## src/rtl/qea_pkg.sv

```systemverilog
// Shared FSM type, default widths and fixed-point helpers for the QEA job loader.
package qea_pkg;

  localparam int DEF_PE_NUM_WIDTH            = 2;
  localparam int DEF_PE_NUM                  = 4;
  localparam int DEF_DATA_WIDTH              = 32;
  localparam int DEF_STATE_DATA_WIDTH        = 64;
  localparam int DEF_STATE_ADDR_WIDTH        = 16;
  localparam int DEF_GATE_CONTEXT_DATA_WIDTH = 64;
  localparam int DEF_GATE_CONTEXT_ADDR_WIDTH = 16;
  localparam int DEF_MAX_QBIT_WIDTH          = 6;
  localparam int DEF_NUM_FRAC_BIT            = 30;

  typedef enum logic [2:0] {
    IDLE       = 3'd0,
    LOAD_CTX   = 3'd1,
    INIT_STATE = 3'd2,
    START      = 3'd3,
    WAIT       = 3'd4,
    DONE       = 3'd5
  } qea_state_t;

  function automatic logic [DEF_DATA_WIDTH-1:0] qea_one(input int num_frac_bit);
    return {{(DEF_DATA_WIDTH-1){1'b0}}, 1'b1} << num_frac_bit;
  endfunction

  // Number of state RAM words holding 2^qbit_num amplitudes spread over the PE lanes.
  function automatic logic [DEF_STATE_ADDR_WIDTH:0] qea_state_words(
    input logic [DEF_MAX_QBIT_WIDTH-1:0] qbit_num,
    input int                            pe_num_width
  );
    return {{DEF_STATE_ADDR_WIDTH{1'b0}}, 1'b1} << (int'(qbit_num) - pe_num_width);
  endfunction

endpackage

```

## src/rtl/qea_job_loader_if.sv

```systemverilog
// Job submission handshakes: header (cfg) channel and gate-context (ctx) beat stream.
interface qea_job_loader_if import qea_pkg::*; #(
  parameter int MAX_QBIT_WIDTH          = DEF_MAX_QBIT_WIDTH,
  parameter int GATE_CONTEXT_ADDR_WIDTH = DEF_GATE_CONTEXT_ADDR_WIDTH,
  parameter int GATE_CONTEXT_DATA_WIDTH = DEF_GATE_CONTEXT_DATA_WIDTH
);
  logic                               i_cfg_valid;
  logic                               o_cfg_ready;
  logic [MAX_QBIT_WIDTH-1:0]          i_cfg_qbit_num;
  logic [GATE_CONTEXT_ADDR_WIDTH-1:0] i_cfg_ins_num;
  logic                               i_ctx_valid;
  logic                               o_ctx_ready;
  logic [GATE_CONTEXT_DATA_WIDTH-1:0] i_ctx_data;

  modport master (
    output i_cfg_valid, i_cfg_qbit_num, i_cfg_ins_num, i_ctx_valid, i_ctx_data,
    input  o_cfg_ready, o_ctx_ready
  );

  modport slave (
    input  i_cfg_valid, i_cfg_qbit_num, i_cfg_ins_num, i_ctx_valid, i_ctx_data,
    output o_cfg_ready, o_ctx_ready
  );
endinterface

```

## src/rtl/qea_state_init_gen.sv

```systemverilog
// Streams the |0...0> state image into the state RAM: one word per cycle while enabled.
module qea_state_init_gen import qea_pkg::*; #(
  parameter int PE_NUM           = DEF_PE_NUM,
  parameter int DATA_WIDTH       = DEF_DATA_WIDTH,
  parameter int STATE_DATA_WIDTH = DEF_STATE_DATA_WIDTH,
  parameter int STATE_ADDR_WIDTH = DEF_STATE_ADDR_WIDTH,
  parameter int NUM_FRAC_BIT     = DEF_NUM_FRAC_BIT
) (
  input  logic                               clk,
  input  logic                               rst,
  input  logic                               en,
  input  logic [STATE_ADDR_WIDTH:0]          n_words,
  output logic                               last,
  output logic                               ena,
  output logic                               wea,
  output logic [STATE_ADDR_WIDTH-1:0]        addr,
  output logic [PE_NUM*STATE_DATA_WIDTH-1:0] data
);
  localparam int W = PE_NUM * STATE_DATA_WIDTH;
  localparam logic [DATA_WIDTH-1:0] ONE_FX = DATA_WIDTH'(qea_one(NUM_FRAC_BIT));
  // Amplitude 1.0 (real part) sits in the top lane of word 0.
  localparam logic [W-1:0] WORD0 = {ONE_FX, {(W-DATA_WIDTH){1'b0}}};
  localparam logic [STATE_ADDR_WIDTH:0] CNT_ONE = (STATE_ADDR_WIDTH+1)'(1);

  logic [STATE_ADDR_WIDTH:0] cnt_r;

  assign last = en && (cnt_r == (n_words - CNT_ONE));

  // Word counter plus registered write strobe/address/data.
  always_ff @(posedge clk) begin
    if (rst) begin
      cnt_r <= '0;
      ena   <= 1'b0;
      wea   <= 1'b0;
      addr  <= '0;
      data  <= '0;
    end else if (en) begin
      ena   <= 1'b1;
      wea   <= 1'b1;
      addr  <= cnt_r[STATE_ADDR_WIDTH-1:0];
      data  <= (cnt_r == '0) ? WORD0 : '0;
      cnt_r <= last ? '0 : (cnt_r + CNT_ONE);
    end else begin
      ena   <= 1'b0;
      wea   <= 1'b0;
      cnt_r <= '0;
    end
  end
endmodule

```

## src/rtl/qea_job_loader.sv

```systemverilog
// QEA job loader: header accept, context RAM load, state RAM init, start and completion wait.
// Optional QEA_JOB_LOADER_CYCLE_CNT_EN adds o_exec_cycles (WAIT-cycle count of the last job).
module qea_job_loader import qea_pkg::*; #(
  parameter int PE_NUM_WIDTH            = DEF_PE_NUM_WIDTH,
  parameter int PE_NUM                  = DEF_PE_NUM,
  parameter int DATA_WIDTH              = DEF_DATA_WIDTH,
  parameter int STATE_DATA_WIDTH        = DEF_STATE_DATA_WIDTH,
  parameter int STATE_ADDR_WIDTH        = DEF_STATE_ADDR_WIDTH,
  parameter int GATE_CONTEXT_DATA_WIDTH = DEF_GATE_CONTEXT_DATA_WIDTH,
  parameter int GATE_CONTEXT_ADDR_WIDTH = DEF_GATE_CONTEXT_ADDR_WIDTH,
  parameter int MAX_QBIT_WIDTH          = DEF_MAX_QBIT_WIDTH,
  parameter int NUM_FRAC_BIT            = DEF_NUM_FRAC_BIT
) (
  input  logic                               clk,
  input  logic                               rst,
  qea_job_loader_if.slave                    bus,
  output logic                               o_ctx_en,
  output logic                               o_ctx_wea,
  output logic [GATE_CONTEXT_ADDR_WIDTH-1:0] o_ctx_addr,
  output logic [GATE_CONTEXT_DATA_WIDTH-1:0] o_ctx_data,
  output logic                               o_state_ena,
  output logic                               o_state_wea,
  output logic [STATE_ADDR_WIDTH-1:0]        o_state_addra,
  output logic [PE_NUM*STATE_DATA_WIDTH-1:0] o_state_dina,
  output logic                               o_start,
  output logic [MAX_QBIT_WIDTH-1:0]          o_qbit_num,
  input  logic                               i_complete,
  output logic                               o_busy,
  output logic                               o_done,
  output logic                               o_err
`ifdef QEA_JOB_LOADER_CYCLE_CNT_EN
  ,
  output logic [31:0]                        o_exec_cycles
`endif
);
  localparam logic [MAX_QBIT_WIDTH-1:0] MIN_QBIT = MAX_QBIT_WIDTH'(PE_NUM_WIDTH);
  localparam logic [MAX_QBIT_WIDTH-1:0] MAX_QBIT = MAX_QBIT_WIDTH'(STATE_ADDR_WIDTH + PE_NUM_WIDTH);
  localparam logic [GATE_CONTEXT_ADDR_WIDTH:0] CTX_ONE = (GATE_CONTEXT_ADDR_WIDTH+1)'(1);

  qea_state_t                         state_r;
  logic                               cfg_ready_r;
  logic [GATE_CONTEXT_ADDR_WIDTH-1:0] ins_num_r;
  logic [GATE_CONTEXT_ADDR_WIDTH:0]   ctx_cnt_r;
  logic [STATE_ADDR_WIDTH:0]          n_words_r;
  logic                               wait_first_r;
  logic                               cfg_ok_s;
  logic                               cfg_fire_s;
  logic                               ctx_fire_s;
  logic                               init_last_s;

  assign bus.o_cfg_ready = cfg_ready_r;
  // Ready falls combinationally once the final beat has been counted.
  assign bus.o_ctx_ready = (state_r == LOAD_CTX) && (ctx_cnt_r < {1'b0, ins_num_r});
  assign cfg_fire_s      = bus.i_cfg_valid & cfg_ready_r;
  assign ctx_fire_s      = bus.i_ctx_valid & bus.o_ctx_ready;

  // Header legality: non-empty program and a state image that fits the state RAM.
  always_comb begin
    if (bus.i_cfg_ins_num == '0) begin
      cfg_ok_s = 1'b0;
    end else if (bus.i_cfg_qbit_num <= MIN_QBIT) begin
      cfg_ok_s = 1'b0;
    end else if (bus.i_cfg_qbit_num > MAX_QBIT) begin
      cfg_ok_s = 1'b0;
    end else begin
      cfg_ok_s = 1'b1;
    end
  end

  // Job sequencing FSM with registered handshake and context write outputs.
  always_ff @(posedge clk) begin
    if (rst) begin
      state_r      <= IDLE;
      cfg_ready_r  <= 1'b0;
      ins_num_r    <= '0;
      ctx_cnt_r    <= '0;
      n_words_r    <= '0;
      wait_first_r <= 1'b0;
      o_ctx_en     <= 1'b0;
      o_ctx_wea    <= 1'b0;
      o_ctx_addr   <= '0;
      o_ctx_data   <= '0;
      o_start      <= 1'b0;
      o_qbit_num   <= '0;
      o_busy       <= 1'b0;
      o_done       <= 1'b0;
      o_err        <= 1'b0;
    end else begin
      o_ctx_en  <= 1'b0;
      o_ctx_wea <= 1'b0;
      o_start   <= 1'b0;
      o_done    <= 1'b0;
      o_err     <= 1'b0;
      case (state_r)
        IDLE: begin
          cfg_ready_r <= 1'b1;
          if (cfg_fire_s) begin
            o_qbit_num <= bus.i_cfg_qbit_num;
            ins_num_r  <= bus.i_cfg_ins_num;
            if (cfg_ok_s) begin
              state_r     <= LOAD_CTX;
              cfg_ready_r <= 1'b0;
              o_busy      <= 1'b1;
              ctx_cnt_r   <= '0;
              n_words_r   <= qea_state_words(bus.i_cfg_qbit_num, PE_NUM_WIDTH);
            end else begin
              o_err <= 1'b1;
            end
          end
        end
        LOAD_CTX: begin
          if (ctx_fire_s) begin
            o_ctx_en   <= 1'b1;
            o_ctx_wea  <= 1'b1;
            o_ctx_addr <= ctx_cnt_r[GATE_CONTEXT_ADDR_WIDTH-1:0];
            o_ctx_data <= bus.i_ctx_data;
            ctx_cnt_r  <= ctx_cnt_r + CTX_ONE;
            if ((ctx_cnt_r + CTX_ONE) == {1'b0, ins_num_r}) begin
              state_r <= INIT_STATE;
            end
          end
        end
        INIT_STATE: begin
          if (init_last_s) begin
            state_r <= START;
          end
        end
        START: begin
          o_start      <= 1'b1;
          wait_first_r <= 1'b1;
          state_r      <= WAIT;
        end
        WAIT: begin
          // The first WAIT cycle ignores a completion level left over from the last job.
          wait_first_r <= 1'b0;
          if (!wait_first_r && i_complete) begin
            state_r <= DONE;
            o_done  <= 1'b1;
            o_busy  <= 1'b0;
          end
        end
        DONE: begin
          state_r     <= IDLE;
          cfg_ready_r <= 1'b1;
        end
        default: begin
          state_r <= IDLE;
        end
      endcase
    end
  end

  qea_state_init_gen #(
    .PE_NUM           (PE_NUM),
    .DATA_WIDTH       (DATA_WIDTH),
    .STATE_DATA_WIDTH (STATE_DATA_WIDTH),
    .STATE_ADDR_WIDTH (STATE_ADDR_WIDTH),
    .NUM_FRAC_BIT     (NUM_FRAC_BIT)
  ) u_state_init (
    .clk     (clk),
    .rst     (rst),
    .en      (state_r == INIT_STATE),
    .n_words (n_words_r),
    .last    (init_last_s),
    .ena     (o_state_ena),
    .wea     (o_state_wea),
    .addr    (o_state_addra),
    .data    (o_state_dina)
  );

`ifdef QEA_JOB_LOADER_CYCLE_CNT_EN
  logic [31:0] exec_cycles_r;
  assign o_exec_cycles = exec_cycles_r;

  // Saturating WAIT-cycle counter, cleared as start is issued and frozen outside WAIT.
  always_ff @(posedge clk) begin
    if (rst) begin
      exec_cycles_r <= 32'd0;
    end else if (state_r == START) begin
      exec_cycles_r <= 32'd0;
    end else if ((state_r == WAIT) && (exec_cycles_r != 32'hFFFF_FFFF)) begin
      exec_cycles_r <= exec_cycles_r + 32'd1;
    end
  end
`endif
endmodule

```

## src/flat_wrapper.sv

```systemverilog
// flat-port wrapper written by rule: the top's interface ports become plain ports
module qea_job_loader_flat import qea_pkg::*;
#(
  parameter int PE_NUM_WIDTH            = DEF_PE_NUM_WIDTH,
  parameter int PE_NUM                  = DEF_PE_NUM,
  parameter int DATA_WIDTH              = DEF_DATA_WIDTH,
  parameter int STATE_DATA_WIDTH        = DEF_STATE_DATA_WIDTH,
  parameter int STATE_ADDR_WIDTH        = DEF_STATE_ADDR_WIDTH,
  parameter int GATE_CONTEXT_DATA_WIDTH = DEF_GATE_CONTEXT_DATA_WIDTH,
  parameter int GATE_CONTEXT_ADDR_WIDTH = DEF_GATE_CONTEXT_ADDR_WIDTH,
  parameter int MAX_QBIT_WIDTH          = DEF_MAX_QBIT_WIDTH,
  parameter int NUM_FRAC_BIT            = DEF_NUM_FRAC_BIT
)
  (clk, rst, o_ctx_en, o_ctx_wea, o_ctx_addr, o_ctx_data, o_state_ena, o_state_wea, o_state_addra, o_state_dina, o_start, o_qbit_num, i_complete, o_busy, o_done, o_err, bus_i_cfg_valid, bus_i_cfg_qbit_num, bus_i_cfg_ins_num, bus_i_ctx_valid, bus_i_ctx_data, bus_o_cfg_ready, bus_o_ctx_ready);
  qea_job_loader_if #(.MAX_QBIT_WIDTH(MAX_QBIT_WIDTH), .GATE_CONTEXT_ADDR_WIDTH(GATE_CONTEXT_ADDR_WIDTH), .GATE_CONTEXT_DATA_WIDTH(GATE_CONTEXT_DATA_WIDTH)) bus_i ();
  input  logic clk;
  input  logic rst;
  output logic o_ctx_en;
  output logic o_ctx_wea;
  output logic [GATE_CONTEXT_ADDR_WIDTH-1:0] o_ctx_addr;
  output logic [GATE_CONTEXT_DATA_WIDTH-1:0] o_ctx_data;
  output logic o_state_ena;
  output logic o_state_wea;
  output logic [STATE_ADDR_WIDTH-1:0] o_state_addra;
  output logic [PE_NUM*STATE_DATA_WIDTH-1:0] o_state_dina;
  output logic o_start;
  output logic [MAX_QBIT_WIDTH-1:0] o_qbit_num;
  input  logic i_complete;
  output logic o_busy;
  output logic o_done;
  output logic o_err;
  input wire logic [$bits(bus_i.i_cfg_valid)-1:0] bus_i_cfg_valid;
  input wire logic [$bits(bus_i.i_cfg_qbit_num)-1:0] bus_i_cfg_qbit_num;
  input wire logic [$bits(bus_i.i_cfg_ins_num)-1:0] bus_i_cfg_ins_num;
  input wire logic [$bits(bus_i.i_ctx_valid)-1:0] bus_i_ctx_valid;
  input wire logic [$bits(bus_i.i_ctx_data)-1:0] bus_i_ctx_data;
  output wire logic [$bits(bus_i.o_cfg_ready)-1:0] bus_o_cfg_ready;
  output wire logic [$bits(bus_i.o_ctx_ready)-1:0] bus_o_ctx_ready;
  assign bus_i.i_cfg_valid = bus_i_cfg_valid;
  assign bus_i.i_cfg_qbit_num = bus_i_cfg_qbit_num;
  assign bus_i.i_cfg_ins_num = bus_i_cfg_ins_num;
  assign bus_i.i_ctx_valid = bus_i_ctx_valid;
  assign bus_i.i_ctx_data = bus_i_ctx_data;
  assign bus_o_cfg_ready = bus_i.o_cfg_ready;
  assign bus_o_ctx_ready = bus_i.o_ctx_ready;
  qea_job_loader #(.PE_NUM_WIDTH(PE_NUM_WIDTH), .PE_NUM(PE_NUM), .DATA_WIDTH(DATA_WIDTH), .STATE_DATA_WIDTH(STATE_DATA_WIDTH), .STATE_ADDR_WIDTH(STATE_ADDR_WIDTH), .GATE_CONTEXT_DATA_WIDTH(GATE_CONTEXT_DATA_WIDTH), .GATE_CONTEXT_ADDR_WIDTH(GATE_CONTEXT_ADDR_WIDTH), .MAX_QBIT_WIDTH(MAX_QBIT_WIDTH), .NUM_FRAC_BIT(NUM_FRAC_BIT)) u_core (.clk(clk), .rst(rst), .bus(bus_i), .o_ctx_en(o_ctx_en), .o_ctx_wea(o_ctx_wea), .o_ctx_addr(o_ctx_addr), .o_ctx_data(o_ctx_data), .o_state_ena(o_state_ena), .o_state_wea(o_state_wea), .o_state_addra(o_state_addra), .o_state_dina(o_state_dina), .o_start(o_start), .o_qbit_num(o_qbit_num), .i_complete(i_complete), .o_busy(o_busy), .o_done(o_done), .o_err(o_err));
endmodule
```

## config.mk

```make
export PLATFORM = sky130hd
export DESIGN_NAME = qea_job_loader_flat
export DESIGN_NICKNAME = d
export VERILOG_FILES = /design/src/rtl/qea_pkg.sv /design/src/rtl/qea_job_loader_if.sv /design/src/rtl/qea_state_init_gen.sv /design/src/rtl/qea_job_loader.sv /design/src/flat_wrapper.sv
export SDC_FILE = /design/constraint.sdc
export NUM_CORES = 1
export LEC_CHECK = 0
export BUFFER_PORTS_ARGS = -buffer_cell sky130_fd_sc_hd__buf_2
export CAP_MARGIN = 20
export CORE_AREA = 2 2 177 179
export CTS_CLUSTER_DIAMETER = 60
export DETAILED_ROUTE_END_ITERATION = 6
export DIE_AREA = 0 0 179 181
export PLACE_DENSITY = 0.64
export RECOVER_POWER = 100
export SYNTH_ARGS = -nofsm -noshare
export SYNTH_HDL_FRONTEND = slang
export SYNTH_SLANG_ARGS = --single-unit
```

## constraint.sdc

```tcl
create_clock -name clk -period 2.85 [get_ports clk]
set_clock_uncertainty 0.15 [all_clocks]
set_input_delay 0.4275 -clock clk [delete_from_list [all_inputs] [get_ports clk]]
set_output_delay 0.4275 -clock clk [all_outputs]
set_load 0.1 [all_outputs]
```

-- Word level (Yosys, flattened, before mapping)
Cells that the tools add are included.
- register bits after elaboration: 436
- input bits: 91
- logic and storage cells: 94
- add/subtract/negate cells: 4
- $lt $le $gt $ge: 3
- equal/unequal tests: 13
- shifts and indexed selects: 1
- muxes and demuxes: 27
- bitwise logic cells: 7
- reduce and logical (&&, ||, !) cells: 21
- operators by type and width (cell ; count):
    $mux 255 ; 1
    $mux 17 ; 3
    $add 17x1->17 const B ; 2
    $pmux 17 s2 ; 1
    $shl 1x32->17 const A ; 1
    $mux 3 ; 6
    $eq 17x16->1 ; 1
    $eq 17x17->1 ; 1
    $logic_not 17->1 ; 1
    $lt 17x16->1 ; 1
    $sub 17x1->17 const B ; 1
    $logic_not 16->1 ; 1
    $pmux 3 s5 ; 1
    $mux 1 ; 12
    $ne 2x1->1 const B ; 5
    $reduce_and 4->1 ; 2
    $reduce_bool 2->1 ; 4
    $sub 6x2->7 const B ; 1
    $eq 3x2->1 const B ; 2
    $eq 3x3->1 const B ; 2
    $gt 6x5->1 const B ; 1
    $le 6x2->1 const B ; 1
    $pmux 1 s2 ; 3
    $reduce_and 6->1 ; 1
    other kinds (11) ; 21

-- Depth between registers and ports, before layout
- word-level depth: 7
- mapped depth: 12
- gate-level depth less buffers: 9

-- Hierarchy
Synthesis repeated with hierarchy kept, for this count alone.
- cells, all modules: 1343
- area, all modules: 10536.4 sq um
- modules (own cells, without submodules) (module ; instances ; cells an instance ; area each (sq um) ; seq. area each (sq um)):
    qea_job_loader ; 1 ; 847 ; 6542.5 ; 2922.8
    qea_state_init_gen ; 1 ; 496 ; 3993.8 ; 700.7

-- Least setup slack after synthesis
No wires, ideal clock.
- kind: register to output
- from: register u_core.state_r[0]
- to: output bus_o_ctx_ready
- arrival: 3.397 ns
- path slack: -1.124 ns
- stages on the path, launching flop included: 7
- buffers on the path: 2
- cells stage by stage: dfxtp_1 buf_2 inv_2 or3_1 clkbuf_1 nand3b_1 nor3b_1
- word-level cells in the longest chain between the ends: 2
- RTL lines (what ; RTL line ; text):
    start: declaration ; qea_job_loader.sv:40 ; qea_state_t state_r;
    start signal: assignment ; qea_job_loader.sv:73 ; state_r <= IDLE;
    start signal: assignment ; qea_job_loader.sv:101 ; state_r <= LOAD_CTX;
    start signal: assignment ; qea_job_loader.sv:119 ; state_r <= INIT_STATE;
    $eq 3x1->1 ; qea_job_loader.sv:53 ; assign bus.o_ctx_ready = (state_r == LOAD_CTX) && (ctx_cnt_r < {1'b0, ins_num_r});
    $logic_and 1x1->1 ; qea_job_loader.sv:53 ;
    end: declaration ; flat_wrapper.sv:38 ; output wire logic [$bits(bus_i.o_ctx_ready)-1:0] bus_o_ctx_ready;
Every way passes these cells.

-- Worst setup path in the final report
- from: register u_core.ins_num_r[14]
- to: register u_core.o_ctx_addr[1]
- word-level cells in the longest chain between the ends: 4
- RTL lines (what ; RTL line ; text):
    start: declaration ; qea_job_loader.sv:42 ; logic [GATE_CONTEXT_ADDR_WIDTH-1:0] ins_num_r;
    start signal: assignment ; qea_job_loader.sv:99 ; ins_num_r <= bus.i_cfg_ins_num;
    $lt 17x16->1 ; qea_job_loader.sv:53 ;
    $logic_and 1x1->1 ; qea_job_loader.sv:53 ;
    $and 1x1->1 ; qea_job_loader.sv:55 ; assign ctx_fire_s = bus.i_ctx_valid & bus.o_ctx_ready;
    $reduce_and 2->1 (no source line) ; - ;
    end signal: assignment ; qea_job_loader.sv:115 ; o_ctx_addr <= ctx_cnt_r[GATE_CONTEXT_ADDR_WIDTH-1:0];
    end: declaration ; qea_job_loader.sv:19 ; output logic [GATE_CONTEXT_ADDR_WIDTH-1:0] o_ctx_addr,
Every way passes these cells.
A chain may end at the register's enable or synchronous reset.

==> run metrics <==
outcome completed; worst path arrival time slightly above 3 ns; fin crit share 0.996; IO buf count 203; Syn Area/Cell 7.71 sq um; kind of critical path flip-flop to flip-flop; CP required about 3.1 ns; vias in the first global route a little under 8000; ys async rst share 0; htree depth 4; CP Launch Type flip-flop; EDFF count, synth 0; Crit. End Element flip-flop; WL final slightly below 30000 um; Synth Flop Type dfxtp_1; CTS Buffer Depth 2; Peak Freq 352 MHz; most common cell after layout, fill and taps aside nand2_1; Total Power about 0.0068 W; Fin. Hold Viols 0; Row Count 64; Worst VDD drop approximately 0.31 mV; post-DP HPWL 20800 um; Initial DRC Count between 600 and 700; placed cell areas 0.0113 sq mm; first-pass GRT wire length around 42000 um; Post-CTS Hold Fix Bufs 0; Mapped Area roughly 0.010 sq mm; drt first pass iters 5; share of layout cells above drive strength 1 0.153; Worst-path clk slew approximately 0.090 ns; Slew Viols, Final 0; Filler cells roughly 3200; initial antenna violation count 0; crit path time final about 2.8 ns; most frequent cells in the layout 264 x nand2_1, 255 x conb_1, 173 x dfxtp_1, 163 x a21oi_1, 119 x clkbuf_1; cells after synthesis 1357; Starting Density 0.345; Die Wd ~180 um; Slew HR 0.131; CTS tree yes; RSZ-0062 raised after global routing yes; critical path startpoint u_core.ins_num_r[14]; Final Instance Area around 0.012 sq mm; yosys warns 0; Num CTS Buffers 17; DRC Markers 0; Max-Cap Viols 0; Routed WL per cell roughly 15 um; WHS roughly 0.076 ns; Die Footprint ~0.032 sq mm; LEAKAGE roughly 5 nW; Setup violations, final 0; DR vias/cell 4.54; worst-path fanout max 45; pwr/cell area between 500 and 600 mW/mm^2; worst reg2reg path endpoint u_core.o_ctx_addr[1]; Area Overhead vs Synth 15.1%; routed via count 9060; global placement routability congestion 0.859; Worst setup endpoint u_core.o_ctx_addr[1]; sequential area share after synthesis 0.346; #FFs+latches synth ~180; ANT cells 0; reg2reg setup slack approximately 0.012 ns; Routed Antenna Nets 0; worst hold path class input port to flip-flop; largest net degree at the start of global routing a little over 90; final layout net count ~1700; Core Box Area approximately 0.030 sq mm; chip height between 150 and 200 um; CTS root buf clkbuf_16; Least-Margin Pin Slew ~1.3 ns; reg2reg start u_core.ins_num_r[14]; R2R cell count 11; total global routing overflow 0; io pins roughly 460; CTS sink cnt ~180; clock latency at the later pin of the worst-skew pair ~0.44 ns; post-synthesis cell type count 70; total track usage 0.162
-- cell type report --
type                       instances  area (sq um)  share of cell area
timing repair buffer             294          1630               0.135
clock inverter                    15           168              0.0139
multi-input combinational       1063          5590               0.464
sequential                       181          3640               0.302
clock buffer                      17           425              0.0353
tap                              396           495              0.0411
inverter                          28           105             0.00873
-- cell usage after synthesis (4+ instances only) --
cell	n	area (sq um)
ha_1	22	275
inv_1	27	101
nor3b_1	6	45.0
a32oi_1	4	35.0
xnor2_1	33	289
nand2_1	264	991
nand2b_1	5	31.3
nor2_1	68	255
xor2_1	26	228
nor4b_1	9	78.8
dfxtp_1	181	3620
nand3b_1	12	90.1
a31oi_1	9	56.3
nor4_1	17	106
a21o_1	4	30.0
nor2b_1	13	81.3
nand3_1	14	70.1
a21oi_1	164	821
o21ai_1	8	40.0
a22oi_1	6	45.0
and3_1	10	62.6
or3_1	8	50.1
mux2i_1	4	40.0
nand4_1	17	106
buf_4	258	1940
clkbuf_1	62	233
a211oi_1	5	37.5
buf_2	15	75.1
nor3_1	15	75.1
o21ai_0	18	90.1
-- power breakdown --
part | leakage (nW) | internal [W] | switching, W
clock network | 0.289 | 0.00118 | 0.00119
logic | 3.20 | 0.000164 | 0.00175
registers | 1.46 | 0.00255 | 0.0000125
total | 4.95 | 0.00389 | 0.00295
-- how the worst min path moves through the flow --
stage | start | slack [ns] | depth (start not counted) | end
CTS | bus_i_ctx_data[29] | 0.06 | 3 | u_core.o_ctx_data[29]
detailed placement | u_core.o_ctx_data[32] | 0.29 | 2 | u_core.o_ctx_data[32]
finish | bus_i_ctx_data[52] | 0.08 | 3 | u_core.o_ctx_data[52]
floorplan | u_core.ins_num_r[0] | 0.29 | 2 | u_core.ins_num_r[0]
global route | bus_i_ctx_data[57] | 0.06 | 3 | u_core.o_ctx_data[57]
global placement | u_core.o_ctx_data[26] | 0.29 | 2 | u_core.o_ctx_data[26]
-- flip-flops by register name, indices dropped and copies added (netlist names) --
signal and cells:
u_core.bus.o_cfg_ready 1, u_core.o_qbit_num 6, u_core.o_ctx_addr 16, u_core.u_state_init.data 1, u_core.o_start 1, u_core.o_done 1, u_core.o_busy 1, u_core.ctx_cnt_r 17
u_core.u_state_init.cnt_r 17, u_core.state_r 3, u_core.o_ctx_en 1, u_core.u_state_init.addr 16, u_core.wait_first_r 1, u_core.ins_num_r 16, u_core.o_err 1, u_core.u_state_init.wea 1
u_core.n_words_r 17, u_core.o_ctx_data 64
-- metrics by stage --
step                cells  TNS (ns)  setup WS (ns)   util
finish               1994         0         0.0116  0.397
global route         1994     -1.92        -0.0957  0.397
CTS                  1980   -0.0231        -0.0231  0.396
detailed placement   1947    -0.379         -0.138  0.373
global placement     1947  -0.00225       -0.00225  0.373
floorplan            1611    -0.331        -0.0474      -
-- repair_timing --
| action | CTS | global route |
|---|---|---|
| endpoints found under the setup margin | 37 | 9 |
| buffers inserted | 2 | 11 |
| gates cloned | 0 | 3 |
| gates resized for setup | 16 | 20 |
| endpoints found under the hold margin | 0 | 0 |
| pin swaps | 5 | 12 |
-- worst max-delay path: stages, from the launching register on --
cell and delay [ns]:
dfxtp_1 0.34, inv_1 0.04, ha_1 0.30, nand4b_1 0.25, buf_4 0.17, a2bb2oi_2 0.18
nor4b_4 0.36, buf_4 0.19, buf_4 0.12, clkbuf_8 0.34, nand2_1 0.18, a21oi_1 0.14
-- cell families (layout without fill, tap and decap cells) --
kind of cell,count (synthesis),count (layout),synth area share
flops,181,181,0.346
other cells,1,255,0.000358
xor+xnor,59,59,0.0494
compound gates,237,237,0.126
fa+ha+maj,22,22,0.0263
buf+inv,367,354,0.227
mux,4,4,0.00383
simple gates,486,486,0.221
-- per-layer routing --
layer | vias to the layer above | wire length [um] | GRT usage
met2 | 334 | 14700 | 0.287
met4 | 0 | 633 | 0.0472
li1 | 4455 | - | -
met3 | 35 | 1800 | 0.0307
met1 | 4236 | 12100 | 0.199
met5 | - | 0 | 0
Power figures use the tool's default switching activity.
